<file path="config.mk">
export PLATFORM = sky130hd
export DESIGN_NAME = sequenciador_exibicao_flat
export DESIGN_NICKNAME = d
export VERILOG_FILES = /design/src/rtl/sequenciador_exibicao_if.sv /design/src/rtl/sequenciador_exibicao.sv /design/src/flat_wrapper.sv
export SDC_FILE = /design/constraint.sdc
export NUM_CORES = 1
export LEC_CHECK = 0
export ABC_AREA = 1
export CAP_MARGIN = 25
export CORE_MARGIN = 3
export CORE_UTILIZATION = 23
export CTS_CLUSTER_SIZE = 20
export DETAILED_ROUTE_END_ITERATION = 6
export PLACE_DENSITY_LB_ADDON = 0.25
export SYNTH_ARGS = -nofsm -noshare
export SYNTH_HDL_FRONTEND = slang
export SYNTH_SLANG_ARGS = --single-unit
</file>
<file path="constraint.sdc">
create_clock -name clock -period 3.34 [get_ports clock]
set_input_delay 0.501 -clock clock [delete_from_list [all_inputs] [get_ports clock]]
set_output_delay 0.501 -clock clock [all_outputs]
set_load 0.01 [all_outputs]
</file>
<file path="src/rtl/sequenciador_exibicao_if.sv">
// Control handshake and RAM/LED bus of the sequence playback controller.
// The master modport is the control unit / datapath side; slave is the sequencer.
interface sequenciador_exibicao_if #(
    parameter int unsigned ADDR_W = 4,
    parameter int unsigned DATA_W = 4
);
    logic              inicia;
    logic              cancela;
    logic [ADDR_W-1:0] limite;
    logic [DATA_W-1:0] dado_mem;
    logic [ADDR_W-1:0] endereco;
    logic [DATA_W-1:0] leds;
    logic              ocupado;
    logic              fim;
    logic [2:0]        db_estado;

    modport master (
        output inicia, cancela, limite, dado_mem,
        input  endereco, leds, ocupado, fim, db_estado
    );

    modport slave (
        input  inicia, cancela, limite, dado_mem,
        output endereco, leds, ocupado, fim, db_estado
    );
endinterface

</file>
<file path="src/rtl/sequenciador_exibicao.sv">
// Plays back sequence RAM addresses 0..limite on the LEDs: each play lit for T_ON cycles,
// then dark for T_OFF cycles; pulses fim when the last play has been shown.
module sequenciador_exibicao #(
    parameter int unsigned ADDR_W = 4,
    parameter int unsigned DATA_W = 4,
    parameter int unsigned T_ON   = 1000,
    parameter int unsigned T_OFF  = 500
) (
    input logic                    clock,
    input logic                    reset_n,
    sequenciador_exibicao_if.slave bus
);
    localparam int unsigned TMax = (T_ON > T_OFF) ? T_ON : T_OFF;
    localparam int unsigned TW   = (TMax > 1) ? $clog2(TMax) : 1;

    typedef enum logic [2:0] {
        Ocioso  = 3'd0,
        Carrega = 3'd1,
        Acende  = 3'd2,
        Apaga   = 3'd3,
        Avanca  = 3'd4,
        Fim     = 3'd5
    } estado_t;

    estado_t           estado;
    logic [ADDR_W-1:0] contador;
    logic [ADDR_W-1:0] limiteReg;
    logic [DATA_W-1:0] ledsReg;
    logic [TW-1:0]     timer;

    always_ff @(posedge clock or negedge reset_n) begin
        if (!reset_n) begin
            estado    <= Ocioso;
            contador  <= '0;
            limiteReg <= '0;
            ledsReg   <= '0;
            timer     <= '0;
        end else if (bus.cancela && (estado != Ocioso)) begin
            // Abort beats every transition; leds go dark because they decode from state.
            estado <= Ocioso;
            timer  <= '0;
        end else begin
            case (estado)
                Ocioso: begin
                    if (bus.inicia && !bus.cancela) begin
                        estado    <= Carrega;
                        limiteReg <= bus.limite;
                        contador  <= '0;
                        timer     <= '0;
                    end
                end
                Carrega: begin
                    ledsReg <= bus.dado_mem;
                    estado  <= Acende;
                end
                Acende: begin
                    if (timer == TW'(T_ON - 1)) begin
                        timer  <= '0;
                        estado <= Apaga;
                    end else begin
                        timer <= timer + TW'(1);
                    end
                end
                Apaga: begin
                    if (timer == TW'(T_OFF - 1)) begin
                        timer <= '0;
                        // End test precedes the increment so limite = all-ones never wraps.
                        estado <= (contador == limiteReg) ? Fim : Avanca;
                    end else begin
                        timer <= timer + TW'(1);
                    end
                end
                Avanca: begin
                    contador <= contador + ADDR_W'(1);
                    estado   <= Carrega;
                end
                Fim:     estado <= Ocioso;
                default: estado <= Ocioso;
            endcase
        end
    end

    assign bus.endereco  = contador;
    assign bus.leds      = (estado == Acende) ? ledsReg : '0;
    assign bus.ocupado   = (estado != Ocioso);
    assign bus.fim       = (estado == Fim);
    assign bus.db_estado = estado;
endmodule

</file>
<file path="src/flat_wrapper.sv">
// flat-port wrapper written by rule: the top's interface ports become plain ports
module sequenciador_exibicao_flat 
#(
    parameter int unsigned ADDR_W = 4,
    parameter int unsigned DATA_W = 4,
    parameter int unsigned T_ON   = 1000,
    parameter int unsigned T_OFF  = 500
)
  (clock, reset_n, bus_inicia, bus_cancela, bus_limite, bus_dado_mem, bus_endereco, bus_leds, bus_ocupado, bus_fim, bus_db_estado);
  sequenciador_exibicao_if #(.ADDR_W(ADDR_W), .DATA_W(DATA_W)) bus_i ();
  input logic clock;
  input logic reset_n;
  input wire logic [$bits(bus_i.inicia)-1:0] bus_inicia;
  input wire logic [$bits(bus_i.cancela)-1:0] bus_cancela;
  input wire logic [$bits(bus_i.limite)-1:0] bus_limite;
  input wire logic [$bits(bus_i.dado_mem)-1:0] bus_dado_mem;
  output wire logic [$bits(bus_i.endereco)-1:0] bus_endereco;
  output wire logic [$bits(bus_i.leds)-1:0] bus_leds;
  output wire logic [$bits(bus_i.ocupado)-1:0] bus_ocupado;
  output wire logic [$bits(bus_i.fim)-1:0] bus_fim;
  output wire logic [$bits(bus_i.db_estado)-1:0] bus_db_estado;
  assign bus_i.inicia = bus_inicia;
  assign bus_i.cancela = bus_cancela;
  assign bus_i.limite = bus_limite;
  assign bus_i.dado_mem = bus_dado_mem;
  assign bus_endereco = bus_i.endereco;
  assign bus_leds = bus_i.leds;
  assign bus_ocupado = bus_i.ocupado;
  assign bus_fim = bus_i.fim;
  assign bus_db_estado = bus_i.db_estado;
  sequenciador_exibicao #(.ADDR_W(ADDR_W), .DATA_W(DATA_W), .T_ON(T_ON), .T_OFF(T_OFF)) u_core (.clock(clock), .reset_n(reset_n), .bus(bus_i));
endmodule
</file>
# Word level (Yosys, flattened, before mapping)
# Index checks and enable logic that the tools add are counted.
[word_totals]
reg_bits = 25
input_bits = 12
output_inout_bits = 13
wordCells = 46
[op_classes]
n_addsub = 2
eq_ne = 12
muxes = 14
n_bitwise = 1
reduce_logical = 12
[op_table]
columns = ["op", "count"]
rows = [
  ["10-bit 2-to-1 mux", 4],
  ["10-bit one-hot mux with 3 select lines", 1],
  ["3-bit one-hot mux with 5 select lines", 1],
  ["3-bit 2-to-1 mux", 4],
  ["10-bit by 1-bit adder with 10-bit output (second input constant)", 1],
  ["10-bit equality test (second input constant)", 1],
  ["10-bit by 9-bit equality test with 1-bit output (second input constant)", 1],
  ["3-bit by 1-bit != test with 1-bit output (second input constant)", 3],
  ["3-bit AND reduction", 3],
  ["4-bit 2-to-1 mux", 2],
  ["4-bit one-hot mux with 2 select lines", 1],
  ["3-bit by 2-bit equality test with 1-bit output (second input constant)", 2],
  ["3-bit equality test (second input constant)", 2],
  ["4-bit by 1-bit adder with 4-bit output (second input constant)", 1],
  ["4-bit equality test", 1],
  ["2-bit AND reduction", 2],
  ["4-bit nonzero test", 1],
  ["3-bit by 1-bit equality test with 1-bit output (second input constant)", 1],
  ["3-bit logical NOT", 1],
  ["3-bit nonzero test", 1],
  ["1-bit logical AND", 2],
  ["2-bit by 1-bit != test with 1-bit output (second input constant)", 1],
  ["2-bit nonzero test", 1],
  ["1-bit logical NOT", 1],
  ["2 further kinds", 2],
]

# Logic depth before layout (Yosys ltp)
# Gate-level depths: netlist (run 1).
[depth]
word_depth = 5
depth_mapped = 9
depth_no_buf = 9

# Worst setup path after synthesis (run 1)
# OpenSTA, ideal clock, no wires.
[synth_timing]
kind = "reg2out"
from = "register u_core.estado[2], in the netlist u_core.bus.db_estado[2]"
to = "output port bus_leds[0]"
arrival_ps = 1076
required_time_ps = 2839
slack_ps = 1763
path_stages_with_launch = 6
n_path_buf = 0
path_cell_list = "dfrtp_1 -> inv_2 -> nand2_2 -> nor2_2 -> inv_1 -> nor2_1"
[synth_via]
elab_chain_cells = 2
[synth_rtl]
columns = ["item", "line_no", "rtl"]
rows = [
  ["start, declared", "sequenciador_exibicao.sv:25", "estado_t estado;"],
  ["start signal, assigned", "sequenciador_exibicao.sv:33", "estado <= Ocioso;"],
  ["start signal, assigned", "sequenciador_exibicao.sv:40", "estado <= Ocioso;"],
  ["start signal, assigned", "sequenciador_exibicao.sv:46", "estado <= Carrega;"],
  ["3-bit by 2-bit equality test with 1-bit output", "sequenciador_exibicao.sv:84", "assign bus.leds = (estado == Acende) ? ledsReg : '0;"],
  ["4-bit 2-to-1 mux", "sequenciador_exibicao.sv:84", ""],
  ["end, declared", "flat_wrapper.sv:18", "output wire logic [$bits(bus_i.leds)-1:0] bus_leds;"],
]
# No other way between the ends.

# Worst setup path in the final report (run 1)
# Ends and elaborated chain as after synthesis.

==> results.yml, run 1 <==
detailed_routing:
  vias: 1353
  met1Wirelength_um: 1731
  drt_iter0_drc: 66
  routed-wl-met3_um: 230
  post_drt_wl_per_cell_um: 11.15
  vias_per_cell: 4.365
  postRouteAntennaNets: 0
  drc: 0
  routed.top_layer: "met4"
  dr.pass1.iters: 5
  route.met2.wl_um: 1476
  drt_wl_total_um: 3458
worst_setup_path:
  worst-setup-path-type: "reg2out"
  crit_arrival_ns: 1.98
  critical-path-max-stage-delay_ns: 0.55
  cp_max_fo: 5
  critPathSlowestCell: "clkdlybuf4s50_1"
  startpoint_type: "flip-flop"
  worstPathCellList: "inv_2 -> nand2_2 -> nor2_2 -> inv_1 -> nor2_1 -> clkdlybuf4s50_1"
  critical_path.top_delay_family: "buffers and inverters"
  crit_required_ns: 2.84
  path_buf_inv: 3
  end_kind: "primary output"
layout:
  syn_to_final_growth_pct: 25.82
  finalNonFillerCells: 310
  mostFrequentLayoutCell: "nand2_1"
  utilization_pct: 30.81
  layout.nets: 250
  fillCellCount: 679
  layout_common_cells: "nand2_1 (68), dfrtp_1 (25), clkdlybuf4s50_1 (24)"
  antenna_cells: 0
  drive_gt1_share_pct: 9.787
logic_synthesis:
  netlist_area_sq_um: 1493
  ys_types: 22
  syn_nets: 221
  ys_ff_latch: 25
  synth_warnings: 0
  yosysTopAreaCellShare_pct: 41.91
  seq_area_frac_synth_pct: 41.91
  syn_avg_cell_area_sq_um: 7.211
  yosysTopAreaCell: "dfrtp_1"
  synth_cells: 207
  synth_area_leaders: "dfrtp_1 (42%), nand2_1 (17%), nor2_1 (5.8%)"
power:
  p_per_area_nw_per_um2: 609.4
  p_leak_nw: 0.8918
  vdd_drop_max_v: 0.0002532
  total_power_mw: 1.144
placement:
  routabilityCongestion: 0.8252
  port_buffers: 24
  hpwlAfterDp_um: 2623
  placedCellCount: 306
global_route:
  grt_pass1_wl_um: 6058
  grt_overflow: 0
  grt_max_degree: 26
  grt_pass1_vias: 1280
  track_usage_pct: 9.947
  antenna_found_initial: 0
die:
  fp.dieArea_sq_um: 7493
  die_y_um: 86.56
  start_util_pct: 24.49
  fp.dieW_um: 86.56
  core_area_sq_um: 6096
  rows: 28
  pin_count: 25
sta:
  period_minus_slack_ns: 2.478
  slew_headroom_pct: 63.65
  finClkSkew_ns: 0.007386
  rsz0062_at_grt: "false"
  tightest_slew_ns: 0.5423
  post-route-period-util_pct: 74.19
  final.setup.tns_ns: 0
  setup_viol: 0
  fmax_ghz: 0.4036
  hold_viol: 0
  slew_violations: 0
clocking:
  postCtsSetupRepairBufs: 0
  clk_pin_slew_ns: 0.10
  cts.sinks: 25
  cts_hold_buf: 0
  numCtsBuffers: 3
  cts_tree: "built"
  ctsResizeCount: 0
  cts_buffer_depth: 2
  cts_max_level: 1
  insertion_delay_ns: 0.28
  root_buffer: "clkbuf_8"
job:
  drv_cap: 0
min_path:
  hold_class: "reg2reg"
run_status:
  status: "finished clean"
-- path summary, 6_finish.rpt --
check | endpoint | cells past startpoint | startpoint | slack [ns]
min in group asynchronous | u_core.ledsReg[0]$_DFFE_PN0P_ | 2 | reset_n | 0.58
worst min-delay path | u_core.limiteReg[3]$_DFFE_PN0P_ | 2 | u_core.limiteReg[3]$_DFFE_PN0P_ | 0.50
worst max-delay path | bus_leds[0] | 6 | u_core.bus.db_estado[2]$_DFFE_PN0P_ | 0.86
worst max register to register | u_core.bus.db_estado[1]$_DFFE_PN0P_ | 7 | u_core.timer[0]$_DFFE_PN0P_ | 1.77
max in group asynchronous | u_core.bus.db_estado[0]$_DFFE_PN0P_ | 2 | reset_n | 2.50
worst min register to register | u_core.limiteReg[3]$_DFFE_PN0P_ | 2 | u_core.limiteReg[3]$_DFFE_PN0P_ | 0.50
-- cell usage after synthesis --
cell,n
xnor2_1,1
inv_1,22
nand3b_1,3
o21a_1,1
xor2_1,6
nor2_1,23
a21oi_1,2
ha_1,2
inv_2,4
nor2_2,3
nand2_1,68
o21ai_0,11
nor3_2,1
nand3_2,3
o21bai_1,3
nand3_1,15
nand2_2,6
nand4_1,5
dfrtp_1,25
buf_2,1
o21ai_1,1
nor2_4,1
-- routing by layer --
metal	GRT usage, %	vias up
met1	14.11	606
met2	15.16	32
met5	0	-
met4	1.700	0
met3	2.947	2
li1	-	713
-- worst register-to-register path: cells and delay by family (launching register included) --
| kind | cells | cell delay [ns] |
|---|---|---|
| flops | 1 | 0.42 |
| fa+ha+maj | 1 | 0.27 |
| compound gates | 1 | 0.19 |
| buf+inv | 1 | 0.09 |
| simple gates | 4 | 0.50 |
-- final cells by class --
type | instances | area (sq um) | area share [%]
well taps | 75 | 93.84 | 4.997
repair buffers | 25 | 247.7 | 13.19
inverters | 26 | 97.59 | 5.197
multi-input cells | 155 | 764.5 | 40.71
flip-flops and latches | 25 | 625.6 | 33.31
clock buffers | 3 | 41.29 | 2.199
clock inverters | 1 | 7.507 | 0.3997
-- registers in the layout (all words and copies together), names as in the netlist --
register              count
u_core.ledsReg            4
u_core.limiteReg          4
u_core.bus.db_estado      3
u_core.timer             10
u_core.bus.endereco       4
-- through the flow --
stage          cell area (sq um)  hold slack, ns  setup WS, ns
6_report                    1878          0.5049        0.8620
5_1_grt                     1878          0.5318        0.7159
4_1_cts                     1878          0.5085        0.8445
3_5_place_dp                1829          0.4827         1.177
3_3_place_gp                1829          0.4787         1.241
2_1_floorplan               1493          0.2054         1.763
-- where the power goes --
part	total (mW)	switching [mW]	internal (mW)
clock network	0.193	0.108	0.0847
registers	0.440	0.0616	0.379
logic	0.511	0.307	0.205
total	1.14	0.476	0.668
-- cells by family after synthesis --
| logic type | synth area share, % |
|---|---|
| adder cells (fa/ha/maj) | 1.676 |
| flip-flops | 41.91 |
| XOR/XNOR | 4.107 |
| AO/OA/AOI/OAI | 6.705 |
| AND/OR/NAND/NOR | 38.73 |
| buffers and inverters | 6.873 |
(Power assumes the default switching activity.)
==> run 2, diff against run 1 <==
Clock period 3.34 ns to 2.4 ns, I/O delays scaled along.
==> run 2 against run 1 <==
  * First-iteration DRC count fell by 11%
  * Routed wire length rose by 1.2%
  * Design area up 0.67%
  * Register-to-register slack got worse by 0.94 ns
  * Count of clock-buffer cells in the layout unchanged
  * Worst hold slack got worse by 0.060 ns
  * Largest power group unchanged
  * Highest routed layer unchanged
==> results.yml, run 2 (synthesized netlist as in run 1, its figures left out) <==
run_status:
  status: "finished clean"
placement:
  placedCellCount: 307
  hpwlAfterDp_um: 2617
  routabilityCongestion: 0.8345
  port_buffers: 24
clocking:
  cts_tree: "built"
  insertion_delay_ns: 0.27
  cts_hold_buf: 0
  ctsResizeCount: 0
  postCtsSetupRepairBufs: 0
  cts.sinks: 25
  numCtsBuffers: 3
  root_buffer: "clkbuf_8"
  cts_buffer_depth: 2
  clk_pin_slew_ns: 0.10
  cts_max_level: 1
global_route:
  grt_max_degree: 26
  track_usage_pct: 10.04
  antenna_found_initial: 0
  grt_pass1_wl_um: 6065
  grt_overflow: 0
  grt_pass1_vias: 1275
power:
  p_leak_nw: 0.8975
  p_per_area_nw_per_um2: 858.3
  vdd_drop_max_v: 0.0003038
layout:
  mostFrequentLayoutCell: "nand2_1"
  drive_gt1_share_pct: 10.17
  syn_to_final_growth_pct: 26.66
  top_register: "u_core.timer"
  largest_reg_flops: 10
  layout.nets: 251
  finalNonFillerCells: 311
  fillCellCount: 675
  antenna_cells: 0
  layout_common_cells: "nand2_1 (68), dfrtp_1 (25), clkdlybuf4s50_1 (24)"
sta:
  slew_violations: 0
  tightest_slew_ns: 0.5423
  hold_viol: 0
  setup_viol: 0
  fmax_ghz: 0.4450
  final.setup.tns_ns: 0
  rsz0062_at_grt: "false"
  period_minus_slack_ns: 2.247
  post-route-period-util_pct: 93.63
  slew_headroom_pct: 63.65
  finClkSkew_ns: 0.002507
die:
  fp.dieW_um: 86.56
  fp.dieArea_sq_um: 7493
  pin_count: 25
  start_util_pct: 24.49
  die_y_um: 86.56
  core_area_sq_um: 6096
  rows: 28
worst_setup_path:
  ff2ff_setup_slack_ns: 0.83
  r2r-start: "u_core.timer[0]$_DFFE_PN0P_"
  crit_required_ns: 2.04
  startpoint: "u_core.bus.db_estado[2]$_DFFE_PN0P_"
  worst-setup-path-type: "reg2out"
  cp-endpoint: "bus_leds[0]"
  end_kind: "primary output"
  crit_arrival_ns: 1.89
  cp_max_fo: 5
  reg2reg_to: "u_core.bus.db_estado[1]$_DFFE_PN0P_"
  reg2reg_depth: 7
  startpoint_type: "flip-flop"
detailed_routing:
  drc: 0
  dr.pass1.iters: 4
  vias: 1328
  drt_iter0_drc: 59
  drt_wl_total_um: 3501
  postRouteAntennaNets: 0
  post_drt_wl_per_cell_um: 11.26
  vias_per_cell: 4.270
job:
  drv_cap: 0
min_path:
  hold_class: "in2async"
run 2: cell count changes in the layout (fill, tap and decap cells not counted):
cell / change
buf_4: +1
nor2_2: -1
nor2_4: +1
run 2: metal layers:
metal | vias to the layer above | GRT usage [%] | part of all wire, %
li1 | 707 | - | -
met5 | - | 0 | 0
met3 | 2 | 2.662 | 5.0
met2 | 21 | 14.67 | 43
met4 | 0 | 1.700 | 0.54
met1 | 598 | 14.97 | 52
run 2: critical path, cell delays in order (launching register included):
cell	delay (ns)
dfrtp_1	0.43
inv_2	0.12
nand2_2	0.11
nor2_4	0.16
inv_1	0.14
nor2_1	0.11
clkdlybuf4s50_1	0.54
run 2: layout make-up:
type / instances / area, sq um / area share [%]
clock buffers: 3 / 41.29 / 2.184
clock inverters: 1 / 7.507 / 0.3971
inverters: 26 / 97.59 / 5.162
multi-input cells: 155 / 769.5 / 40.70
flip-flops and latches: 25 / 625.6 / 33.09
well taps: 75 / 93.84 / 4.964
repair buffers: 26 / 255.2 / 13.50
run 2: worst min-delay path by stage:
stage                                          startpoint                                   to  slack [ns]  cells past startpoint
after floorplan                                   reset_n  u_core.bus.db_estado[0]$_DFFE_PN0P_        0.06                      0
after global placement    u_core.limiteReg[0]$_DFFE_PN0P_      u_core.limiteReg[0]$_DFFE_PN0P_        0.48                      2
after detailed placement  u_core.limiteReg[0]$_DFFE_PN0P_      u_core.limiteReg[0]$_DFFE_PN0P_        0.48                      2
after CTS                                         reset_n        u_core.ledsReg[0]$_DFFE_PN0P_        0.46                      2
after global routing                              reset_n        u_core.ledsReg[2]$_DFFE_PN0P_        0.47                      2
final                                             reset_n        u_core.ledsReg[0]$_DFFE_PN0P_        0.44                      2
run 2: power breakdown:
group / total, mW / internal (mW) / switching, mW
logic: 0.737 / 0.300 / 0.437
registers: 0.615 / 0.527 / 0.0880
clock network: 0.271 / 0.118 / 0.153
run 2: per-stage QoR:
step	setup slack (ns)	utilization [%]	cell area, sq um	hold slack (ns)	power, mW
3_5_place_dp	0.3895	30.13	1837	0.4833	1.361
4_1_cts	0.05002	30.93	1886	0.4562	1.642
3_3_place_gp	0.4469	30.13	1837	0.4787	1.362
5_1_grt	0.02758	31.01	1891	0.4749	1.774
6_report	0.1529	31.01	1891	0.4450	1.623
2_1_floorplan	0.9644	-	1493	0.06441	1.082
